File: config.mk
export PLATFORM = sky130hd
export DESIGN_NAME = beat_sequencer_flat
export DESIGN_NICKNAME = d
export VERILOG_FILES = /design/src/rtl/beat_sequencer_if.sv /design/src/rtl/beat_sequencer.sv /design/src/flat_wrapper.sv
export SDC_FILE = /design/constraint.sdc
export NUM_CORES = 1
export LEC_CHECK = 0
export ABC_AREA = 1
export CAP_MARGIN = 25
export CORE_ASPECT_RATIO = 1.4
export CORE_UTILIZATION = 35
export CTS_CLUSTER_SIZE = 14
export DETAILED_ROUTE_END_ITERATION = 8
export PLACE_DENSITY = 0.56
export SLEW_MARGIN = 10
export SYNTH_ARGS = -nofsm -noshare
export SYNTH_HDL_FRONTEND = slang
export SYNTH_SLANG_ARGS = --single-unit
File: constraint.sdc
create_clock -name T3 -period 4.8 [get_ports T3]
set_clock_uncertainty 0.2 [all_clocks]
set_input_delay 1.2 -clock T3 [delete_from_list [all_inputs] [get_ports T3]]
set_output_delay 1.2 -clock T3 [all_outputs]
set_load 0.005 [all_outputs]
File: src/rtl/beat_sequencer_if.sv
`default_nettype none
// +--------------------------------------------------------------------+
// | Module      : beat_sequencer_if                                    |
// | Description : Console/controller handshake bundle for the beat     |
// |               sequencer (requests in, beats and status out).       |
// | Revision    : 1.0  initial release                                 |
// +--------------------------------------------------------------------+
interface beat_sequencer_if #(
  parameter int CNT_W = 16
);
  logic             START;
  logic             STEP_MODE;
  logic             SHORT;
  logic             LONG;
  logic             STOP;
  logic [3:1]       W;
  logic             RUN;
  logic             CYC_END;
  logic [CNT_W-1:0] CYC_CNT;
  logic             TIMEOUT;

  // Console / controller side: drives requests, observes beats.
  modport master (
    output START, STEP_MODE, SHORT, LONG, STOP,
    input  W, RUN, CYC_END, CYC_CNT, TIMEOUT
  );

  // Sequencer side.
  modport slave (
    input  START, STEP_MODE, SHORT, LONG, STOP,
    output W, RUN, CYC_END, CYC_CNT, TIMEOUT
  );
endinterface
`default_nettype wire

File: src/rtl/beat_sequencer.sv
`default_nettype none
// +--------------------------------------------------------------------+
// | Module      : beat_sequencer                                       |
// | Description : W[3:1] beat generator with run/halt control, single  |
// |               step, machine-cycle counter and optional watchdog.   |
// |               All state advances on the falling edge of T3.        |
// | Revision    : 1.0  initial release                                 |
// +--------------------------------------------------------------------+
module beat_sequencer #(
  parameter int          CNT_W      = 16,
  parameter int unsigned MAX_CYCLES = 0
) (
  input  wire logic           T3,
  input  wire logic           CLR,
  beat_sequencer_if.slave     bus
);

  // Run/halt state, legacy-style one-bit encoding.
  localparam logic [0:0] c_idle = 1'b0;
  localparam logic [0:0] c_run  = 1'b1;

  // Watchdog limit; an out-of-range limit can never be reached by the
  // counter, so the watchdog is simply left disabled in that case.
  localparam logic [63:0]      c_cnt_max = (64'd1 << CNT_W) - 64'd1;
  localparam logic [63:0]      c_max_64  = 64'(MAX_CYCLES);
  localparam logic             c_wd_en   = (c_max_64 != 64'd0) && (c_max_64 <= c_cnt_max);
  localparam logic [CNT_W-1:0] c_wd_lim  = c_max_64[CNT_W-1:0];

  logic [0:0]       r_state;
  logic [3:1]       r_w;
  logic [CNT_W-1:0] r_cnt;
  logic             r_timeout;
  logic             r_start_d;

  logic             w_go;
  logic             w_cyc_end;
  logic [CNT_W-1:0] w_cnt_inc;
  logic             w_wd_hit;
  logic             w_halt;

  // Launch edge, final-beat detection, counter increment and halt terms.
  always_comb begin
    w_go      = bus.START & ~r_start_d;
    w_cyc_end = (r_state == c_run) &
                ((r_w[1] & bus.SHORT) | (r_w[2] & ~bus.LONG) | r_w[3]);
    w_cnt_inc = r_cnt + CNT_W'(1);
    w_wd_hit  = c_wd_en & (w_cnt_inc == c_wd_lim);
    w_halt    = bus.STOP | bus.STEP_MODE | w_wd_hit;
  end

  // Beat sequencing, run control, cycle counting and watchdog flag.
  always_ff @(negedge T3 or negedge CLR) begin
    if (!CLR) begin
      r_state   <= c_idle;
      r_w       <= 3'b001;
      r_cnt     <= '0;
      r_timeout <= 1'b0;
      r_start_d <= 1'b0;
    end else begin
      r_start_d <= bus.START;
      case (r_state)
        c_idle: begin
          // Requests are ignored while idle; only a fresh START launches.
          if (w_go) begin
            r_state   <= c_run;
            r_cnt     <= '0;
            r_timeout <= 1'b0;
            r_w       <= 3'b001;
          end
        end
        c_run: begin
          if (w_cyc_end) begin
            // Halt requests only act here, so a cycle is never truncated.
            r_w   <= 3'b001;
            r_cnt <= w_cnt_inc;
            if (w_halt) begin
              r_state <= c_idle;
            end
            if (w_wd_hit) begin
              r_timeout <= 1'b1;
            end
          end else begin
            // Not final: W1 -> W2 or W2 -> W3.
            r_w <= {r_w[2], r_w[1], 1'b0};
          end
        end
        default: begin
          r_state <= c_idle;
          r_w     <= 3'b001;
        end
      endcase
    end
  end

  assign bus.W       = r_w;
  assign bus.RUN     = (r_state == c_run);
  assign bus.CYC_END = w_cyc_end;
  assign bus.CYC_CNT = r_cnt;
  assign bus.TIMEOUT = r_timeout;

endmodule
`default_nettype wire

File: src/flat_wrapper.sv
// flat-port wrapper written by rule: the top's interface ports become plain ports
module beat_sequencer_flat 
#(
  parameter int          CNT_W      = 16,
  parameter int unsigned MAX_CYCLES = 0
)
  (T3, CLR, bus_START, bus_STEP_MODE, bus_SHORT, bus_LONG, bus_STOP, bus_W, bus_RUN, bus_CYC_END, bus_CYC_CNT, bus_TIMEOUT);
  beat_sequencer_if #(.CNT_W(CNT_W)) bus_i ();
  input  wire logic T3;
  input  wire logic CLR;
  input wire logic [$bits(bus_i.START)-1:0] bus_START;
  input wire logic [$bits(bus_i.STEP_MODE)-1:0] bus_STEP_MODE;
  input wire logic [$bits(bus_i.SHORT)-1:0] bus_SHORT;
  input wire logic [$bits(bus_i.LONG)-1:0] bus_LONG;
  input wire logic [$bits(bus_i.STOP)-1:0] bus_STOP;
  output wire logic [$bits(bus_i.W)-1:0] bus_W;
  output wire logic [$bits(bus_i.RUN)-1:0] bus_RUN;
  output wire logic [$bits(bus_i.CYC_END)-1:0] bus_CYC_END;
  output wire logic [$bits(bus_i.CYC_CNT)-1:0] bus_CYC_CNT;
  output wire logic [$bits(bus_i.TIMEOUT)-1:0] bus_TIMEOUT;
  assign bus_i.START = bus_START;
  assign bus_i.STEP_MODE = bus_STEP_MODE;
  assign bus_i.SHORT = bus_SHORT;
  assign bus_i.LONG = bus_LONG;
  assign bus_i.STOP = bus_STOP;
  assign bus_W = bus_i.W;
  assign bus_RUN = bus_i.RUN;
  assign bus_CYC_END = bus_i.CYC_END;
  assign bus_CYC_CNT = bus_i.CYC_CNT;
  assign bus_TIMEOUT = bus_i.TIMEOUT;
  beat_sequencer #(.CNT_W(CNT_W), .MAX_CYCLES(MAX_CYCLES)) u_core (.T3(T3), .CLR(CLR), .bus(bus_i));
endmodule
Word level (Yosys, flattened, before mapping)
Cells that the tools add are included.
{"block": "totals", "output_inout_bits": 22, "input_bits": 7, "regBits": 22, "word_cells": 32}
{"block": "op_classes", "add_sub_neg": 1, "n_mux": 12, "bitwise": 10, "n_eq_ne": 2, "n_reduce_logical": 2}
{"operator": "$mux W16", "n": 2}
{"operator": "$pmux W16 S2", "n": 1}
{"operator": "$add A16 B1 Y16 const B", "n": 1}
{"operator": "$mux W3", "n": 2}
{"operator": "$pmux W3 S2", "n": 1}
{"operator": "$mux W1", "n": 5}
{"operator": "$and A1 B1 Y1", "n": 4}
{"operator": "$reduce_and A2 Y1", "n": 2}
{"operator": "$not A1 Y1", "n": 3}
{"operator": "$or A1 B1 Y1", "n": 3}
{"operator": "$ne A2 B1 Y1 const B", "n": 1}
{"operator": "$ne A2 B2 Y1 const B", "n": 1}
{"operator": "$pmux W1 S2", "n": 1}

Longest topological paths before layout
Gate-level depths: netlist of run 1.
{"block": "logic_depth", "depth_word": 7, "depth_mapped": 8, "depth_no_buf": 8}

==> results.txt, run 1 <==
outcome: finished, violations left
Int Pwr: 0.5322 mW
leakage power: 1.032 nW
HPWL after DPL: 2164 um
r2r setup slk: 2.93 ns
Hold/Removal Path Class: reg -> reg
Synth cell types: 27
total wire length: 3307 um
initial DRC count: 26
crit path from: bus_SHORT
crit start category: input port
first-pass GRT wire length: 5209 um
post-synthesis instance total: 158
IO Count: 29
Clock Latency Late Sink: 0.33 ns
Vias/cell: 4.752
TritonRoute pass-1 iters: 4
largest net degree at the start of global routing: 15
RePlAce Congestion: 0.8034
DRC viols: 0
vias in the first global route: 1258
Hold Crit Endpoint: u_core.bus.CYC_CNT[0]
Die Width: 51.41 um
Mapped Area: 1196 um2
failing checks: setup timing
Reg power frac: 26.2%
Slew Limit Fails: 0
CTS tree: built
min-delay src: u_core.bus.CYC_CNT[0]
Fill cells: 329
grt ovf: 0
n_diodes: 0
number of synthesized register bits: 21
CP max FO: 6
switch share: 39.91%
worst reg2reg startpoint: u_core.bus.CYC_CNT[0]
share of layout cells above drive strength 1: 35.24%
Syn Nets: 166
unrepaired setup endpoints after global routing: yes
synthesis-to-finish area growth: 64.23%
Avg WL per Cell: 12.43 um
Clk pwr share: 14.1%
Initial Utilization: 37.58%
Setup crit end kind: flip-flop
final net count: 236
Max-Cap Viols: 0
Clock Tree Buf Depth: 2
clock slew at reported path FFs: 0.06 ns
vias post-DR: 1264
Worst Path Required: 2.33 ns
core area: 3183 um2
Worst VDD drop: 219.1 uV
Warnings, synthesis: 0
final setup fails: 19
height of the chip: 71.17 um
Critical Path AT: 2.55 ns
clk root buf: clkbuf_8
power density over the cells: 450.8 nW/um2
# clock sinks: 21
H-tree levels: 1
Final Hold Fails: 0
buffers added on ports: 27
initial antenna violation count: 0
top-area cell type share of the netlist area: 41.84%
total power: 0.8856 mW
top cells by area, synth: dfrtn_1, nand2_1, nor2_1, inv_1, nand3_1
leading area contributor after synthesis: dfrtn_1
placement row count: 24
hold depth: 2
Syn Area/Cell: 7.571 um2
Psw: 0.3535 mW
Routed Antenna Nets: 0
register area share after synthesis: 44.04%
setup TNS: -2.932 ns
CTS Buf Count: 3
pre-CTS setup slack: -0.4165 ns
worst r2r path cells: 9
R2R Path End: u_core.bus.CYC_CNT[12]
GR Util All Layers: 18.77%
setup ws final: -0.2210 ns
combinational power share: 59.7%
die area: 3658 um2
Setup CP Type: in -> reg
## cells in the final DEF (no fill, tap or decap), drive strengths merged, types with 2 or more instances in the layout
master          n
a21oi           7
buf            39
clkbuf          5
clkdlybuf4s50   5
dfrtn          20
dlygate4sd2    18
inv            22
nand2          50
nand3          14
nand4           2
nor2           29
o21ai           7
## kinds of logic after synthesis
group                      synth area share [%]
xor gates and xnor gates                 0.7324
other                                    0.3135
and+or+nand+nor                           35.36
adders and majority gates                 1.046
buffers and inverters                     9.832
AOI/OAI and AO/OA                         8.682
DFF                                       44.04
## synthesized netlist by cell type, drive strengths merged
| master | number |
|---|---|
| a21oi | 7 |
| a22oi | 1 |
| buf | 3 |
| conb | 1 |
| dfrtn | 20 |
| dfstp | 1 |
| ha | 1 |
| inv | 21 |
| nand2 | 47 |
| nand3 | 14 |
| nand4 | 2 |
| nor2 | 29 |
| o211ai | 1 |
| o21ai | 7 |
| o21bai | 1 |
| o22ai | 1 |
| xnor2 | 1 |
## power by group through the flow
stage	clock, mW	sequential, mW	combinational, mW
4_1_cts	0.127	0.231	0.404
3_3_place_gp	0.00261	0.233	0.341
5_1_grt	0.137	0.235	0.569
6_report	0.125	0.232	0.528
2_1_floorplan	0.00261	0.250	0.167
3_5_place_dp	0.00261	0.235	0.348
## flip-flops by register name (all words and copies together), names as in the netlist
register and count:
u_core.bus.W 3, u_core.r_start_d 1, u_core.bus.CYC_CNT 16, u_core.bus.RUN 1
## layer usage
metal  wire [um]  GRT usage [%]  up-vias
li1            -              -      637
met1        1286          20.43      594
met2        1865          35.50       26
met3         102          2.796        7
met4          53          6.306        0
met5           0              0        -
## per-stage QoR
step           cell area, um2  hold slack, ns  util, %  instances
5_1_grt                  1964          0.3697    61.71        266
3_5_place_dp             1677          0.2887    52.67        247
6_report                 1964          0.3192    61.71        266
4_1_cts                  1813          0.3313    56.96        261
2_1_floorplan            1196          0.2304        -        158
3_3_place_gp             1677          0.2849    52.67        247
## worst max-delay path: stages
cell and delay (ns):
clkdlybuf4s50_1 0.49, nand2_2 0.08, nand3_4 0.07, nand2_4 0.06, buf_4 0.14, buf_12 0.14
buf_12 0.12, nand2_8 0.08, inv_4 0.06, nand2_1 0.06, nand2_1 0.05
## cell type report
class	count	area, um2	share of cell area (%)
repair buffers	65	564.3	28.73
inverters	20	82.58	4.204
well taps	39	48.80	2.484
multi-input cells	116	693.2	35.29
clock buffers	3	41.29	2.102
clock inverters	2	7.507	0.3822
flip-flops and latches	21	526.8	26.82
## worst max path at each step
stage | end | slack (ns)
2_1_floorplan | bus_CYC_END | 0.09
3_3_place_gp | u_core.bus.CYC_CNT[8] | -0.39
3_5_place_dp | u_core.bus.CYC_CNT[8] | -0.42
4_1_cts | bus_CYC_END | -0.23
5_1_grt | u_core.bus.CYC_CNT[1] | -0.27
6_report | u_core.bus.CYC_CNT[1] | -0.22
## timing repair
action                                  in CTS  in global routing
hold buffers                                 0                  0
cloned                                       2                  1
pin swaps                                    3                  2
buffers inserted                             8                  4
endpoints found under the setup margin      36                 21
resized for setup                           38                 25
Power figures use the tool's default switching activity.
==> inputs of run 2 (changes only) <==
--- a/config.mk
+++ b/config.mk
@@ -6,9 +6,10 @@
 export NUM_CORES = 1
 export LEC_CHECK = 0
 export ABC_AREA = 1
-export CAP_MARGIN = 25
+export CAP_MARGIN = 20
 export CORE_ASPECT_RATIO = 1.4
 export CORE_UTILIZATION = 35
+export CTS_BUF_LIST = sky130_fd_sc_hd__clkbuf_2
 export CTS_CLUSTER_SIZE = 14
 export DETAILED_ROUTE_END_ITERATION = 8
 export PLACE_DENSITY = 0.56
==> run 2 against run 1 <==
  * The flow still finishes with violations (setup timing)
  * Global-route usage is 0.12 points lower
  * Core utilization is 1.6 points lower
  * Largest power group unchanged
  * Worst setup slack worse by 0.067 ns
  * Highest routed layer unchanged
  * Wire length is 1.4% lower
  * Final area is 2.6% lower
  * Critical endpoint is now bus_CYC_END
  * Combinational power is 4.0% lower
  * Critical path depth is 6 lower
  * Count of clock-buffer cells in the layout stayed put
  * Clock power is 34% lower
  * First-iteration DRC count is 27% higher
==> results.txt, run 2 (same netlist as run 1, synthesis figures left out) <==
core area: 3183 um2
CTS tree: built
total power: 0.8214 mW
height of the chip: 71.17 um
Hold/Removal Path Class: reg -> reg
RePlAce Congestion: 0.8034
# placed instances: 247
Fill cells: 315
Avg WL per Cell: 11.90 um
clock slew at reported path FFs: 0.14 ns
Post-Layout Cell Count: 274
final setup fails: 17
Clock Latency Late Sink: 0.39 ns
IO Count: 29
HPWL after DPL: 2164 um
CP max FO: 2
setup TNS: -1.521 ns
Initial Utilization: 37.58%
first-pass GRT wire length: 5126 um
Final Hold Fails: 0
failing checks: setup timing
total wire length: 3260 um
unrepaired setup endpoints after global routing: yes
hold_ws: 0.3523 ns
synthesis-to-finish area growth: 59.94%
Vias/cell: 4.701
Routed Antenna Nets: 0
placement row count: 24
Slew Limit Fails: 0
GR Util All Layers: 18.65%
leakage power: 0.9888 nW
outcome: finished, violations left
initial antenna violation count: 0
n_diodes: 0
vias post-DR: 1288
pre-CTS setup slack: -0.4165 ns
Worst Path Required: 3.40 ns
Setup crit end kind: primary output
clk root buf: clkbuf_2
buffers added on ports: 27
power density over the cells: 429.4 nW/um2
Critical Path AT: 3.69 ns
setup ws final: -0.2881 ns
initial DRC count: 33
Clock Tree Buf Depth: 2
Setup CP Type: reg -> out
Max-Cap Viols: 0
TritonRoute pass-1 iters: 4
final net count: 244
CTS hold repair buffers: 0
largest net degree at the start of global routing: 15
CTS Buf Count: 3
max FFs per register: 16
Die Width: 51.41 um
# clock sinks: 21
share of layout cells above drive strength 1: 41.70%
H-tree levels: 1
DRC viols: 0
crit start category: flip-flop
die area: 3658 um2
grt ovf: 0
commonest non-fill, non-tap cells in the layout: nand2_1, buf_4, nor2_1
vias in the first global route: 1272
Worst VDD drop: 259.3 uV
==> run 2: cell types whose count changed in the layout (fill, tap and decap cells not counted), moves of 2 or more <==
| cell | before | now |
|---|---|---|
| a21oi_2 | 6 | 3 |
| buf_12 | 3 | 1 |
| buf_4 | 33 | 41 |
| clkdlybuf4s15_1 | 0 | 2 |
| a21oi_1 | 1 | 4 |
| clkbuf_2 | 2 | 17 |
| buf_6 | 2 | 6 |
| clkbuf_8 | 3 | 0 |
| dlygate4sd2_1 | 18 | 1 |
| nand2_4 | 3 | 0 |
==> run 2: worst paths after layout <==
kind,start,to,slack [ns],cells past startpoint
max,u_core.bus.W[1],bus_CYC_END,-0.29,5
min,u_core.bus.CYC_CNT[1],u_core.bus.CYC_CNT[1],0.35,3
max reg2reg,u_core.bus.CYC_CNT[0],u_core.bus.CYC_CNT[12],2.94,10
min reg2reg,u_core.bus.CYC_CNT[1],u_core.bus.CYC_CNT[1],0.35,3
max in group asynchronous,CLR,u_core.bus.W[1],0.87,2
min in group asynchronous,CLR,u_core.bus.RUN,3.25,2
==> run 2: timing repair <==
action / 4_1_cts / 5_1_grt
endpoints found under the hold margin: 0 / 0
pin swaps: 3 / 3
gates cloned: 1 / 2
buffers inserted: 10 / 10
setup endpoints to repair: 28 / 30
gates resized for setup: 50 / 45
==> run 2: power by group <==
group,internal [mW],switching [mW],total [mW]
Combinational,0.251,0.256,0.507
Sequential,0.215,0.0166,0.232
Clock,0.0192,0.0627,0.0819
==> run 2: through the flow <==
stage	utilization, %	instance area [um2]
after CTS	56.33	1793
after global placement	52.67	1677
after global routing	60.10	1913
after floorplan	-	1196
after detailed placement	52.67	1677
final	60.10	1913
==> run 2: critical path, stage by stage (launching register included) <==
cell     delay (ns)
dfstp_2        0.53
nand2_2        0.05
nand3_2        0.07
nand2_2        0.07
inv_2          0.06
buf_2          0.10
==> run 2: routing by layer <==
layer | wire, um | part of all wire (%) | track usage (%) | vias up
met5 | 0 | 0 | 0 | -
met4 | 53 | 1.6 | 8.709 | 0
met3 | 102 | 3.1 | 2.151 | 5
met2 | 1827 | 56 | 34.78 | 24
met1 | 1277 | 39 | 20.05 | 602
li1 | - | - | - | 657
==> run 2: final cells by class <==
type	count	area, um2	area share, %
multi-input cells	116	666.9	34.86
repair buffers	73	565.5	29.56
flip-flops and latches	21	526.8	27.53
inverters	20	82.58	4.317
well taps	39	48.80	2.551
clock buffers	3	15.01	0.7848
clock inverters	2	7.507	0.3924
